### src/rtl/ifu_fetch.sv
// Instruction fetch stage: one memory request/response in flight, result held until the core takes it.
// Optional macro IFU_ALIGN_CHECK_EN faults misaligned fetch PCs without issuing a memory request.
module ifu_fetch #(
  parameter int unsigned TIMEOUT_CYC = 255,
  parameter logic [31:0] NOP_INST    = 32'h00000013
) (
  input  logic        clk,
  input  logic        rst,
  input  logic        fetch_valid,
  output logic        fetch_ready,
  input  logic [31:0] fetch_pc,
  input  logic        flush,
  output logic        mem_req_valid,
  input  logic        mem_req_ready,
  output logic [31:0] mem_addr,
  input  logic        mem_resp_valid,
  input  logic [31:0] mem_resp_data,
  input  logic        mem_resp_err,
  output logic        inst_valid,
  input  logic        inst_ready,
  output logic [31:0] inst,
  output logic [31:0] inst_pc,
  output logic [1:0]  inst_fault
);

  localparam int unsigned CW      = (TIMEOUT_CYC == 0) ? 1 : $clog2(TIMEOUT_CYC + 1);
  localparam int unsigned TO_LAST = (TIMEOUT_CYC == 0) ? 0 : TIMEOUT_CYC - 1;

  typedef enum logic [2:0] {S_IDLE, S_REQ, S_WAIT, S_HOLD, S_DRAIN} state_t;

  state_t          state_q, state_d;
  logic [31:0]     pc_q, inst_q;
  logic [1:0]      fault_q;
  logic [CW-1:0]   cnt_q;
  logic [31:0]     cnt_ext;
  logic            timeout_hit;
  logic            accept_ok;
  logic            accept;
  logic            misaligned;

`ifdef IFU_ALIGN_CHECK_EN
  assign misaligned = (fetch_pc[1:0] != 2'b00);
`else
  assign misaligned = 1'b0;
`endif

  assign cnt_ext     = {{(32-CW){1'b0}}, cnt_q};
  assign timeout_hit = (TIMEOUT_CYC != 0) && (cnt_ext >= TO_LAST);
  assign accept_ok   = !flush && ((state_q == S_IDLE) || ((state_q == S_HOLD) && inst_ready));
  assign accept      = accept_ok && fetch_valid;

  always_ff @(posedge clk or posedge rst) begin
    if (rst) state_q <= S_IDLE;
    else     state_q <= state_d;
  end

  always_comb begin
    state_d = state_q;
    case (state_q)
      S_IDLE:  if (accept) state_d = misaligned ? S_HOLD : S_REQ;
      S_REQ: begin
        if (flush)              state_d = S_IDLE;
        else if (mem_req_ready) state_d = S_WAIT;
      end
      // A flush that coincides with the response or the timeout has nothing left to drain.
      S_WAIT: begin
        if (flush)                              state_d = (mem_resp_valid || timeout_hit) ? S_IDLE : S_DRAIN;
        else if (mem_resp_valid || timeout_hit) state_d = S_HOLD;
      end
      S_HOLD: begin
        if (flush)           state_d = S_IDLE;
        else if (accept)     state_d = misaligned ? S_HOLD : S_REQ;
        else if (inst_ready) state_d = S_IDLE;
      end
      S_DRAIN: if (mem_resp_valid || timeout_hit) state_d = S_IDLE;
      default: state_d = S_IDLE;
    endcase
  end

  always_comb begin
    fetch_ready   = accept_ok && !rst;
    mem_req_valid = (state_q == S_REQ) && !flush;
    inst_valid    = (state_q == S_HOLD) && !flush;
  end

  assign mem_addr   = pc_q;
  assign inst       = inst_q;
  assign inst_pc    = pc_q;
  assign inst_fault = fault_q;

  always_ff @(posedge clk or posedge rst) begin
    if (rst) begin
      pc_q    <= '0;
      inst_q  <= '0;
      fault_q <= '0;
      cnt_q   <= '0;
    end else begin
      if (accept) begin
        pc_q <= fetch_pc;
        if (misaligned) begin
          inst_q  <= NOP_INST;
          fault_q <= 2'b11;
        end
      end
      if (state_q == S_WAIT && !flush) begin
        if (mem_resp_valid) begin
          inst_q  <= mem_resp_err ? NOP_INST : mem_resp_data;
          fault_q <= mem_resp_err ? 2'b01 : 2'b00;
        end else if (timeout_hit) begin
          inst_q  <= NOP_INST;
          fault_q <= 2'b10;
        end
      end
      if (state_q == S_REQ && mem_req_ready && !flush)
        cnt_q <= '0;
      else if ((state_q == S_WAIT || state_q == S_DRAIN) && cnt_q != '1)
        cnt_q <= cnt_q + 1'b1;
    end
  end

endmodule

### config.mk
export PLATFORM = sky130hd
export DESIGN_NAME = ifu_fetch
export DESIGN_NICKNAME = d
export VERILOG_FILES = /design/src/rtl/ifu_fetch.sv
export SDC_FILE = /design/constraint.sdc
export NUM_CORES = 1
export LEC_CHECK = 0
export BUFFER_PORTS_ARGS = -buffer_cell sky130_fd_sc_hd__buf_4
export CAP_MARGIN = 20
export CORE_MARGIN = 10
export CORE_UTILIZATION = 42
export CTS_CLUSTER_DIAMETER = 120
export DETAILED_ROUTE_END_ITERATION = 10
export PLACE_DENSITY = 0.85
export SYNTH_ARGS = -nofsm -noshare
export SYNTH_HDL_FRONTEND = slang
export SYNTH_SLANG_ARGS = --single-unit
### constraint.sdc
create_clock -name clk -period 3.05 [get_ports clk]
set_clock_uncertainty 0.15 [all_clocks]
set_input_delay 0.61 -clock clk [delete_from_list [all_inputs] [get_ports clk]]
set_output_delay 0.61 -clock clk [all_outputs]
set_load 0.01 [all_outputs]
==> run summary, run 1 <==
Status - finished clean
Non-Filler Cell Area, Final - 0.00502 sq mm
Largest net degree at the start of global routing - 78
Leftover overflow at the end of global routing - 0
Worst setup path startpoint - state_q[1]$_DFFE_PP0P_
Number of max-cap violations - 0
Overall via count from detail_route - 2,780
Initial standard-cell utilization of the core - 42.7%
Die Width - 113 um
Count of inserted antenna diode cells - 0
Total length of routed wires - 9230 um
Total standard cell area after synthesis - 0.00367 sq mm
RSZ-0062 raised after global routing - false
Final critical-path share of the clock period - 76.1%
CTS Buf Count - 9
Clock insertion delay at the later pin of the skew report - 340 ps
Instance count after placement with tap cells included - 570
Mapped Cells - 332
TritonCTS clock tree - yes
Number of hold-slack violations in the final timing report - 0
# rows - 34
Net total in the final layout - 547
Max rail drop VDD - 0.370 mV
Worst hold slack after final layout - 334 ps
Arrival time of data at the critical path endpoint - 2430 ps
Launch instance of the worst min-delay path - mem_resp_valid
Vias in the first global route - 2,960
Number of levels in the clock H-tree - 3
Routed wirelength normalized by instance count - 15.7 um
Leakage power - 2.40 nW
Crit. End Element - register
Register area - 0.00193 sq mm
Detailed-route DRC error count - 0
Number of setup violations in the final report - 0
Hold WC Path Type - in2reg
Number of synthesized register bits - 77
Sinks on Clock Net - 77
Maximum clock path buffer count - 2
Post-synthesis sequential area ratio - 52.6%
Core region area - 0.00859 sq mm
Area delta synth->final - 36.9%
Final weighted congestion in routability-driven placement - 0.780
Total Die Area - 0.0129 sq mm
Synthesized net count - 406
Areal power density over the cells - 948 mW/mm^2
Total setup buffers inserted after CTS - 0
I/O pins - 173
CTS resizes - 0
Wire length of the first global-routing pass - 14,800 um
Mean number of vias per cell - 4.74
Number of pins with negative max-slew slack in the final report - 0
Number of synthesis warnings - 0
Average cell area after synthesis - 11.0 sq um
Vertical die dimension - 113 um
Highest clock rate - 431 MHz
Worst flop-to-flop path startpoint - state_q[1]$_DFFE_PP0P_
Worst Path Required - 3160 ps
Min cycle time layout - 2320 ps
Detailed-router iteration count before antenna repair - 4
Post-DP HPWL - 7330 um
Crit Path Category - reg2reg
Count of hold-fix buffers inserted at cts - 0
Number of DRC markers after the initial detailed-route iteration - 132
Post-route non-filler standard cell count - 586
Number of different library cells in the post-synthesis netlist - 36
Final total negative setup slack - 0 ps
Root buffer cell - clkbuf_8
Antenna violations before repair - 0
PortBufs - 172
Clock-pin slew on the worst setup and hold paths - 80 ps
Crit start category - register
Remaining number of nets flagged by the antenna check after routing - 0
Worst Max-Slew Pin Slew - 942 ps
Global-route total usage across every layer - 14.0%
Count of fill cells added during filler insertion - 727
Max FO, Critical Path - 20
Post-placement cell area - 0.00483 sq mm
Layout cell share with drive strength beyond 1 - 48.5%
Total area of multi-input combinational cells - 0.00130 sq mm
Relative slew margins - 37.2%
worst paths after layout:
check                                       endpoint  slack [ps]  depth (start not counted)
max in group asynchronous  inst_fault[1]$_DFFE_PP0P_        1700                          3
max                             inst[22]$_DFFE_PP0P_         730                          5
min                        inst_fault[1]$_DFFE_PP0P_         330                          2
max reg2reg                     inst[22]$_DFFE_PP0P_         730                          5
min in group asynchronous     state_q[2]$_DFFE_PP0P_         440                          3
min reg2reg                     inst[24]$_DFFE_PP0P_         380                          2
state kept, by name (all words and copies together), names as in the netlist:
name,count
inst_fault,2
inst_pc,32
cnt_q,8
state_q,3
inst,32
layout make-up:
cell class	instances	area share (%)
clock inverters	6	1.27
inverters	34	2.62
flip-flops and latches	77	38.4
well taps	108	2.69
repair buffers	176	26.6
multi-input cells	175	25.9
clock buffers	10	2.54
critical path: stages, from the launching register on:
cell and delay (ps):
dfrtp_1 500, inv_1 120, nor4_2 510, o21a_2 500, buf_12 240, mux2i_1 210
power breakdown:
group	internal [W]	switching, W	leakage, nW
combinational	0.00121	0.000957	1.35
sequential	0.00148	0.000367	0.957
clock	0.000377	0.000365	0.0923
through the flow:
stage	power (W)	utilization [%]	setup WS, ps
3_5_place_dp	0.00409	56.2	679
5_1_grt	0.00511	58.4	566
2_1_floorplan	0.00307	-	162
3_3_place_gp	0.00401	56.2	810
4_1_cts	0.00485	58.4	704
6_report	0.00476	58.4	730
synthesized netlist by cell type, drive strengths merged:
library cell,instances,share of area (%)
dfrtp,77,53
nand2,43,4.4
buf,40,8.0
mux2,35,11
inv,34,3.5
mux2i,32,8.7
nor2,9,0.92
a21oi,8,1.1
clkbuf,6,0.61
o21ai,5,0.68
nand2b,4,0.68
nand3,4,0.55
or3,4,0.68
and2,3,0.51
nor2b,3,0.51
and4,2,0.48
ha,2,0.68
nand4,2,0.34
nor3,2,0.27
o211ai,2,0.41
or4,2,0.41
a211oi,1,0.20
a311o,1,0.27
a311oi,1,0.24
and3,1,0.17
nor4,1,0.34
nor4b,1,0.41
o21a,1,0.20
o221ai,1,0.24
o2bb2ai,1,0.24
o31ai,1,0.20
o32a,1,0.27
or2,1,0.17
xnor2,1,0.24
logic make-up after synthesis:
kind of cell    Yosys count  synth area share [%]
simple gates             82                  10.9
mux                      67                  19.5
compound gates           23                  4.06
xor+xnor                  1                 0.239
buf+inv                  80                  12.1
flops                    77                  52.6
fa+ha+maj                 2                 0.682
cells in the final DEF, fill, tap and decap left out, drive strengths merged, types with 2 or more instances in the layout:
cell | synthesis | routed
nor2b | 3 | 3
and4 | 2 | 2
mux2 | 35 | 35
ha | 2 | 2
nor2 | 9 | 9
dfrtp | 77 | 77
nand2 | 43 | 43
clkinvlp | 0 | 3
or3 | 4 | 4
buf | 40 | 176
a21oi | 8 | 8
nor3 | 2 | 2
nand4 | 2 | 2
o211ai | 2 | 2
clkinv | 0 | 3
clkbuf | 6 | 10
inv | 34 | 33
o21ai | 5 | 5
or4 | 2 | 2
and2 | 3 | 3
mux2i | 32 | 32
nand2b | 4 | 4
nand3 | 4 | 4
routing by layer:
metal	share of wire (%)	track usage, %	vias to the layer above
met4	1.2	5.08	0
met5	0	0	-
li1	-	-	1339
met3	11	6.77	10
met2	48	22.4	128
met1	40	15.9	1303
Power figures use the tool's default switching activity.
==> inputs of run 2 (changes only) <==
--- a/config.mk
+++ b/config.mk
@@ -5,13 +5,14 @@
 export SDC_FILE = /design/constraint.sdc
 export NUM_CORES = 1
 export LEC_CHECK = 0
+export ABC_AREA = 1
 export BUFFER_PORTS_ARGS = -buffer_cell sky130_fd_sc_hd__buf_4
 export CAP_MARGIN = 20
 export CORE_MARGIN = 10
-export CORE_UTILIZATION = 42
+export CORE_UTILIZATION = 48
 export CTS_CLUSTER_DIAMETER = 120
 export DETAILED_ROUTE_END_ITERATION = 10
-export PLACE_DENSITY = 0.85
+export PLACE_DENSITY = 0.9
 export SYNTH_ARGS = -nofsm -noshare
 export SYNTH_HDL_FRONTEND = slang
 export SYNTH_SLANG_ARGS = --single-unit
==> constraint.sdc (replaced) <==
create_clock -name clk -period 2.4 [get_ports clk]
set_clock_uncertainty 0.15 [all_clocks]
set_input_delay 0.48 -clock clk [delete_from_list [all_inputs] [get_ports clk]]
set_output_delay 0.48 -clock clk [all_outputs]
set_load 0.01 [all_outputs]
==> run 2 against run 1 <==
Routed wire length increased by 14%. Power increased by 26%. Utilization grew 7.6 points. Sequential share of layout area is 1.2 points lower. Non-clock buffer count rose by 1. Cell count grew 15%. Setup slack worse by 500 ps. Critical path type is now reg2out. Critical endpoint is now fetch_ready.
==> run summary, run 2 <==
Largest cells by area after synthesis - dfrtp_1 49%, o21ai_2 8.7%, nand2_1 7.9%, buf_4 6.1%, nand3_1 4.8% (was dfrtp_1 53%, mux2_2 11%, mux2i_1 8.7%, buf_4 7.2%, nand2_1 4.4%)
Die Width - 110 um (was 113 um)
RSZ-0062 raised after global routing - false (unchanged)
Root buffer cell - clkbuf_8 (unchanged)
Status - finished clean (unchanged)
Number of pins with negative max-slew slack in the final report - 0 (unchanged)
Detailed-router iteration count before antenna repair - 4 (unchanged)
Overall via count from detail_route - 3,277 (was 2,780)
Most frequent standard cell in the layout excluding fill and tap cells - buf_4 (unchanged)
Number of cells on the worst reg-to-reg path - 8 (was 5)
Sinks on Clock Net - 77 (unchanged)
PortBufs - 172 (unchanged)
Vertical die dimension - 110 um (was 113 um)
Post-synth EDFFs - 0 (unchanged)
Clock insertion delay at the later pin of the skew report - 350 ps (was 340 ps)
Library cell occupying the most area in the post-synthesis netlist - dfrtp_1 (unchanged)
Mean number of vias per cell - 4.86 (was 4.74)
Synthesized net count - 505 (was 406)
Remaining number of nets flagged by the antenna check after routing - 0 (unchanged)
Total length of routed wires - 10,500 um (was 9230 um)
Count of hold-fix buffers inserted at cts - 0 (unchanged)
Number of max-cap violations - 0 (unchanged)
Commonest cells after routing, fill and taps aside - 175 x buf_4, 83 x nand2_1, 77 x dfrtp_1 (was 175 x buf_4, 77 x dfrtp_1, 43 x nand2_1)
Min cycle time layout - 2170 ps
Initial standard-cell utilization of the core - 50.0% (was 42.7%)
Number of hold-slack violations in the final timing report - 0 (unchanged)
Worst hold slack after final layout - 81.9 ps (was 334 ps)
CTS Buf Count - 9 (unchanged)
Number of DRC markers after the initial detailed-route iteration - 238 (was 132)
Fraction of post-synthesis cell area in the top cell type by area - 49.1% (was 52.6%)
Total Die Area - 0.0122 sq mm (was 0.0129 sq mm)
Arrival time of data at the critical path endpoint - 1540 ps (was 2430 ps)
Final critical-path share of the clock period - 90.4%
Worst Max-Slew Pin Slew - 773 ps (was 942 ps)
Hold WC Path Type - in2async (was in2reg)
# rows - 32 (was 34)
Register area - 0.00193 sq mm (unchanged)
CTS resizes - 0 (unchanged)
Share of synthesized flip-flops with an asynchronous set or reset - 100% (unchanged)
Cell with the most instances after synthesis - nand2_1 (was dfrtp_1)
Total setup buffers inserted after CTS - 0 (unchanged)
Leftover overflow at the end of global routing - 0 (unchanged)
Relative slew margins - 48.4% (was 37.2%)
Crit. End Element - output pin (was register)
Final total negative setup slack - 0 ps (unchanged)
Final weighted congestion in routability-driven placement - 0.830 (was 0.780)
Net total in the final layout - 640 (was 547)
Crit start category - register (unchanged)
Number of different library cells in the post-synthesis netlist - 33 (was 36)
Worst Path Required - 1770 ps (was 3160 ps)
Number of synthesized register bits - 77 (unchanged)
Average cell area after synthesis - 9.11 sq um (was 11.0 sq um)
Areal power density over the cells - 1160 mW/mm^2 (was 948 mW/mm^2)
Leakage power - 2.76 nW (was 2.40 nW)
Routed wirelength normalized by instance count - 15.5 um (was 15.7 um)
Antenna violations before repair - 1 (was 0)
Layout cell share with drive strength beyond 1 - 46.1% (was 48.5%)
Ranking of synthesized cells by instance count - 83 x nand2_1, 77 x dfrtp_1, 48 x inv_1 (was 77 x dfrtp_1, 43 x nand2_1, 35 x buf_4, 35 x mux2_2, 34 x inv_1)
Crit Path Category - reg2out (was reg2reg)
Count of fill cells added during filler insertion - 614 (was 727)
Most used flip-flop cell after synthesis - dfrtp_1 (unchanged)
Core region area - 0.00785 sq mm (was 0.00859 sq mm)
Wire length of the first global-routing pass - 16,700 um (was 14,800 um)
I/O pins - 173 (unchanged)
Vias in the first global route - 3,183 (was 2,960)
Number of levels in the clock H-tree - 3 (unchanged)
Area delta synth->final - 31.9% (was 36.9%)
Max FO, Critical Path - 6 (was 20)
Max rail drop VDD - 0.527 mV (was 0.370 mV)
TritonCTS clock tree - yes (unchanged)
Total area of multi-input combinational cells - 0.00137 sq mm (was 0.00130 sq mm)
Post-DP HPWL - 8140 um (was 7330 um)
Mapped Cells - 431 (was 332)
Largest net degree at the start of global routing - 78 (unchanged)
Highest clock rate - 461 MHz
Total standard cell area after synthesis - 0.00393 sq mm (was 0.00367 sq mm)
Global-route total usage across every layer - 16.6% (was 14.0%)
Post-synthesis sequential area ratio - 49.1% (was 52.6%)
Clock-pin slew on the worst setup and hold paths - 80 ps (about the same)
Detailed-route DRC error count - 0 (unchanged)
Maximum clock path buffer count - 2 (unchanged)
Number of synthesis warnings - 0 (unchanged)
Number of setup violations in the final report - 0 (unchanged)
-- run 2: changes by cell type after synthesis, moves of 16 or more --
cell     previous run  this run
nand3_1             4        38
o21ai_2             0        39
mux2i_1            32         0
nand2_1            43        83
nand2_2             0        16
mux2_2             35         0
-- run 2: critical path: stages, from the launching register on --
cell and delay, ps:
dfrtp_1 450, inv_2 150, nand4_1 120, nand2_2 120, nand2_1 120, nor2_1 110, buf_4 130
-- run 2: metrics by stage --
step                      instances  power [W]  cell area (sq um)  utilization, %  setup WS [ps]
after floorplan                 431    0.00386               3930               -            851
after global placement          657    0.00495               4980            63.4            496
after detailed placement        657    0.00507               4980            63.4            409
after CTS                       673    0.00606               5180            66.0            233
after global routing            673    0.00638               5180            66.0            146
final                           674    0.00599               5180            66.0            229
-- run 2: metal layers --
metal,global-route usage (%),vias up,part of all wire (%),routed length [um]
met4,6.82,0,2.4,247
met1,18.5,1533,39,4080
met5,0,-,0,0
met2,29.1,114,53,5590
met3,4.65,18,5.3,556
li1,-,1612,-,-
-- run 2: worst paths after layout --
check                           slack (ps)              startpoint                endpoint
max in group asynchronous             1690                     rst    inst[24]$_DFFE_PP0P_
worst max-delay path                   230  state_q[2]$_DFFE_PP0P_             fetch_ready
worst max register to register         400    cnt_q[0]$_DFFE_PP0P_    inst[28]$_DFFE_PP0P_
worst min register to register         340    inst[31]$_DFFE_PP0P_    inst[31]$_DFFE_PP0P_
min in group clk                       230             fetch_pc[4]  inst_pc[4]$_DFFE_PP0P_
worst min-delay path                    80                     rst    inst[28]$_DFFE_PP0P_
-- run 2: final cells by class --
class	instances	share of cell area, %
clock buffers	10	2.66
well taps	102	2.46
multi-input cells	248	26.4
repair buffers	177	26.1
diodes	1	0.0483
flip-flops and latches	77	37.2
inverters	53	3.91
clock inverters	6	1.18
-- run 2: power breakdown --
group	switching, W	internal, W	leakage [nW]
Sequential	0.000401	0.00183	1.00
Combinational	0.00139	0.00139	1.65
Clock	0.000479	0.000507	0.102
Total	0.00227	0.00372	2.76
-- run 2: cells by family after synthesis --
family / after synthesis / synth area share [%]
AO/OA/AOI/OAI: 76 / 13.6
XOR/XNOR: 2 / 0.446
adder cells (fa/ha/maj): 2 / 0.637
AND/OR/NAND/NOR: 168 / 20.1
buffers and inverters: 106 / 16.2
flip-flops: 77 / 49.1
==> inputs of run 3 (changes only) <==
--- a/config.mk
+++ b/config.mk
@@ -9,10 +9,11 @@
 export BUFFER_PORTS_ARGS = -buffer_cell sky130_fd_sc_hd__buf_4
 export CAP_MARGIN = 20
 export CORE_MARGIN = 10
-export CORE_UTILIZATION = 48
+export CORE_UTILIZATION = 43
 export CTS_CLUSTER_DIAMETER = 120
 export DETAILED_ROUTE_END_ITERATION = 10
-export PLACE_DENSITY = 0.9
+export PLACE_DENSITY = 0.86
+export SETUP_SLACK_MARGIN = 0.2
 export SYNTH_ARGS = -nofsm -noshare
 export SYNTH_HDL_FRONTEND = slang
 export SYNTH_SLANG_ARGS = --single-unit
==> constraint.sdc (replaced) <==
create_clock -name clk -period 1.75 [get_ports clk]
set_clock_uncertainty 0.15 [all_clocks]
set_input_delay 0.35 -clock clk [delete_from_list [all_inputs] [get_ports clk]]
set_output_delay 0.35 -clock clk [all_outputs]
set_load 0.01 [all_outputs]
==> run 3 against run 2 <==
Final area grew 24%. Sequential power grew 44%. Clock-buffer cell count shrank 1. Utilization grew 7.1 points. The flow now finishes with violations (setup timing). First-iteration DRC count shrank 2.9%.
==> run summary, run 3 (synthesized netlist as in run 2, its figures left out) <==
Critical path, cell by cell - buf_4, nand3_1, nor2_4, buf_4 (was inv_2, nand4_1, nand2_2, nand2_1, nor2_1, buf_4)
I/O pins - 173 (unchanged)
Leftover overflow at the end of global routing - 0 (unchanged)
Total area of multi-input combinational cells - 0.00178 sq mm (was 0.00137 sq mm)
Sequential share of power - 34.2% (was 37.2%)
Global-route total usage across every layer - 20.4% (was 16.6%)
Max FO, Critical Path - 3 (was 6)
Final critical-path share of the clock period - 107%
Die Width - 116 um (was 110 um)
Launch instance of the worst min-delay path - fetch_pc[11]
Core region area - 0.00881 sq mm (was 0.00785 sq mm)
Clock-pin slew on the worst setup and hold paths - 80 ps (about the same)
Count of fill cells added during filler insertion - 591 (was 614)
Total Power - 0.00942 W (was 0.00599 W)
Wire length of the first global-routing pass - 21,400 um (was 16,700 um)
Total length of routed wires - 14,200 um (was 10,500 um)
Relative slew margins - 72.6% (was 48.4%)
Arrival time of data at the critical path endpoint - 1370 ps (was 1540 ps)
Place WS - 68.7 ps (was 409 ps)
Number of DRC markers after the initial detailed-route iteration - 231 (was 238)
Crit. End Element - output pin (unchanged)
Post-DP HPWL - 8290 um (was 8140 um)
Total Die Area - 0.0134 sq mm (was 0.0122 sq mm)
Switching power summed over all nets - 0.00373 W (was 0.00227 W)
CTS Buf Count - 9 (unchanged)
Maximum clock path buffer count - 2 (unchanged)
Max rail drop VDD - 0.712 mV (was 0.527 mV)
Worst Max-Slew Pin Slew - 411 ps (was 773 ps)
# rows - 34 (was 32)
Post-placement cell area - 0.00505 sq mm (was 0.00498 sq mm)
Remaining number of nets flagged by the antenna check after routing - 0 (unchanged)
Routed wirelength normalized by instance count - 19.3 um (was 15.5 um)
TritonCTS clock tree - yes (unchanged)
Clock insertion delay at the later pin of the skew report - 340 ps (was 350 ps)
Most frequent standard cell in the layout excluding fill and tap cells - buf_4 (unchanged)
Commonest cells after routing, fill and taps aside - 191 x buf_4, 75 x dfrtp_1, 59 x nand2_1 (was 175 x buf_4, 83 x nand2_1, 77 x dfrtp_1)
Initial standard-cell utilization of the core - 44.6% (was 50.0%)
Buf+Inv Stages, Crit Path - 2 (unchanged)
Detailed-router iteration count before antenna repair - 4 (unchanged)
Highest clock rate - 535 MHz
Min cycle time layout - 1870 ps
Vias in the first global route - 4,116 (was 3,183)
Number of setup violations in the final report - 44 (was 0)
PortBufs - 172 (unchanged)
Root buffer cell - clkbuf_8 (unchanged)
Final weighted congestion in routability-driven placement - 0.794 (was 0.830)
Worst stage delay on the critical path - 410 ps (was 450 ps)
CP dominant cell by count - buf_4
Antenna violations before repair - 0 (was 1)
Overall via count from detail_route - 3,774 (was 3,277)
Hold WC Path Type - in2reg (was in2async)
Internal power consumption - 0.00569 W (was 0.00372 W)
Final total negative setup slack - -2060 ps (was 0 ps)
Mean number of vias per cell - 5.15 (was 4.86)
Non-Filler Cell Area, Final - 0.00643 sq mm (was 0.00518 sq mm)
Net total in the final layout - 694 (was 640)
Cell at the slowest stage of the critical path - dfrtp_1 (unchanged)
Number of pins with negative max-slew slack in the final report - 0 (unchanged)
Crit Path Category - reg2out (unchanged)
Areal power density over the cells - 1460 mW/mm^2 (was 1160 mW/mm^2)
Area delta synth->final - 63.8% (was 31.9%)
Worst setup path startpoint - state_q[0]$_DFFE_PP0P_ (was state_q[2]$_DFFE_PP0P_)
Count of inserted antenna diode cells - 0 (was 1)
Detailed-route DRC error count - 0 (unchanged)
Status - finished, violations left (was finished clean)
Layout cell share with drive strength beyond 1 - 61.1% (was 46.1%)
Setup ws final - -119 ps (was 229 ps)
Cell class contributing the biggest share of worst-path delay - flip-flops (was simple AND/OR/NAND/NOR gates)
Switching Share - 39.6% (was 37.8%)
Worst flop-to-flop path startpoint - cnt_q[1]$_DFFE_PP0P_ (was cnt_q[0]$_DFFE_PP0P_)
Violated checks - setup timing
Vertical die dimension - 116 um (was 110 um)
Worst Path Required - 1250 ps (was 1770 ps)
Clock network power share - 14.6% (was 16.5%)
Crit start category - register (unchanged)
Number of hold-slack violations in the final timing report - 0 (unchanged)
Register area - 0.00193 sq mm (about the same)
RSZ-0062 raised after global routing - true (was false)
Largest net degree at the start of global routing - 46 (was 78)
Number of levels in the clock H-tree - 3 (unchanged)
Leakage power - 3.31 nW (was 2.76 nW)
Sinks on Clock Net - 77 (unchanged)
Worst hold slack after final layout - 105 ps (was 81.9 ps)
Part of the total power dissipated in combinational logic - 51.3% (was 46.3%)
Number of max-cap violations - 0 (unchanged)
-- run 3: changes by cell type in the layout (fill, tap and decap cells not counted), sizes merged --
| cell | change |
|---|---|
| bufbuf | +1 |
| buf | +51 |
| clkinv | +1 |
| dlygate4sd3 | +1 |
| diode | -1 |
-- run 3: worst register-to-register path, cell delays in order (launching register included) --
cell	delay, ps
dfrtp_1	410
buf_6	140
ha_4	140
nor2_2	90
nor2_1	60
nand2_1	80
nand2_2	80
nand2_4	140
buf_12	160
buf_12	110
buf_12	120
nand2_4	50
o21ai_2	70
-- run 3: cell type report --
type,count,area share (%)
Clock buffer,9,1.92
Sequential cell,77,30.0
Inverter,53,3.23
Tap cell,108,2.10
Timing Repair Buffer,231,34.0
Multi-Input combinational cell,248,27.6
Clock inverter,7,1.15
-- run 3: power by group through the flow --
stage,clock (W),combinational (W),sequential [W]
CTS,0.00137,0.00454,0.00312
global placement,0,0.00378,0.00304
floorplan,0,0.00196,0.00333
finish,0.00137,0.00483,0.00322
detailed placement,0,0.00389,0.00310
global route,0.00148,0.00519,0.00329
-- run 3: worst paths after layout --
check,endpoint,slack (ps),depth (start not counted)
setup / recovery,mem_req_valid,-120,4
hold / removal,inst_pc[11]$_DFFE_PP0P_,100,3
setup reg to reg,inst[24]$_DFFE_PP0P_,-100,12
hold reg to reg,inst[27]$_DFFE_PP0P_,350,2
max in group asynchronous,inst_pc[13]$_DFFE_PP0P_,530,4
min in group asynchronous,inst[25]$_DFFE_PP0P_,510,4
-- run 3: timing repair --
| action | CTS | global route |
|---|---|---|
| hold buffers | 1 | 0 |
| gates cloned | 12 | 1 |
| setup endpoints to repair | 59 | 80 |
| hold endpoints to repair | 45 | 0 |
| resized for setup | 98 | 47 |
| buffers inserted | 27 | 9 |
| pin swaps | 16 | 15 |
-- run 3: per-layer routing --
metal / share of wire (%) / routed length [um] / track usage, %
met2: 55 / 7850 / 38.6
met4: 5.2 / 737 / 12.9
met3: 6.4 / 910 / 5.12
met5: 0 / 0 / 0
met1: 33 / 4660 / 19.3
-- run 3: per-stage QoR --
stage | utilization [%] | instances
final | 73.1 | 733
after global placement | 57.4 | 667
after floorplan | - | 431
after detailed placement | 57.4 | 667
after global routing | 73.1 | 733
after CTS | 69.9 | 723
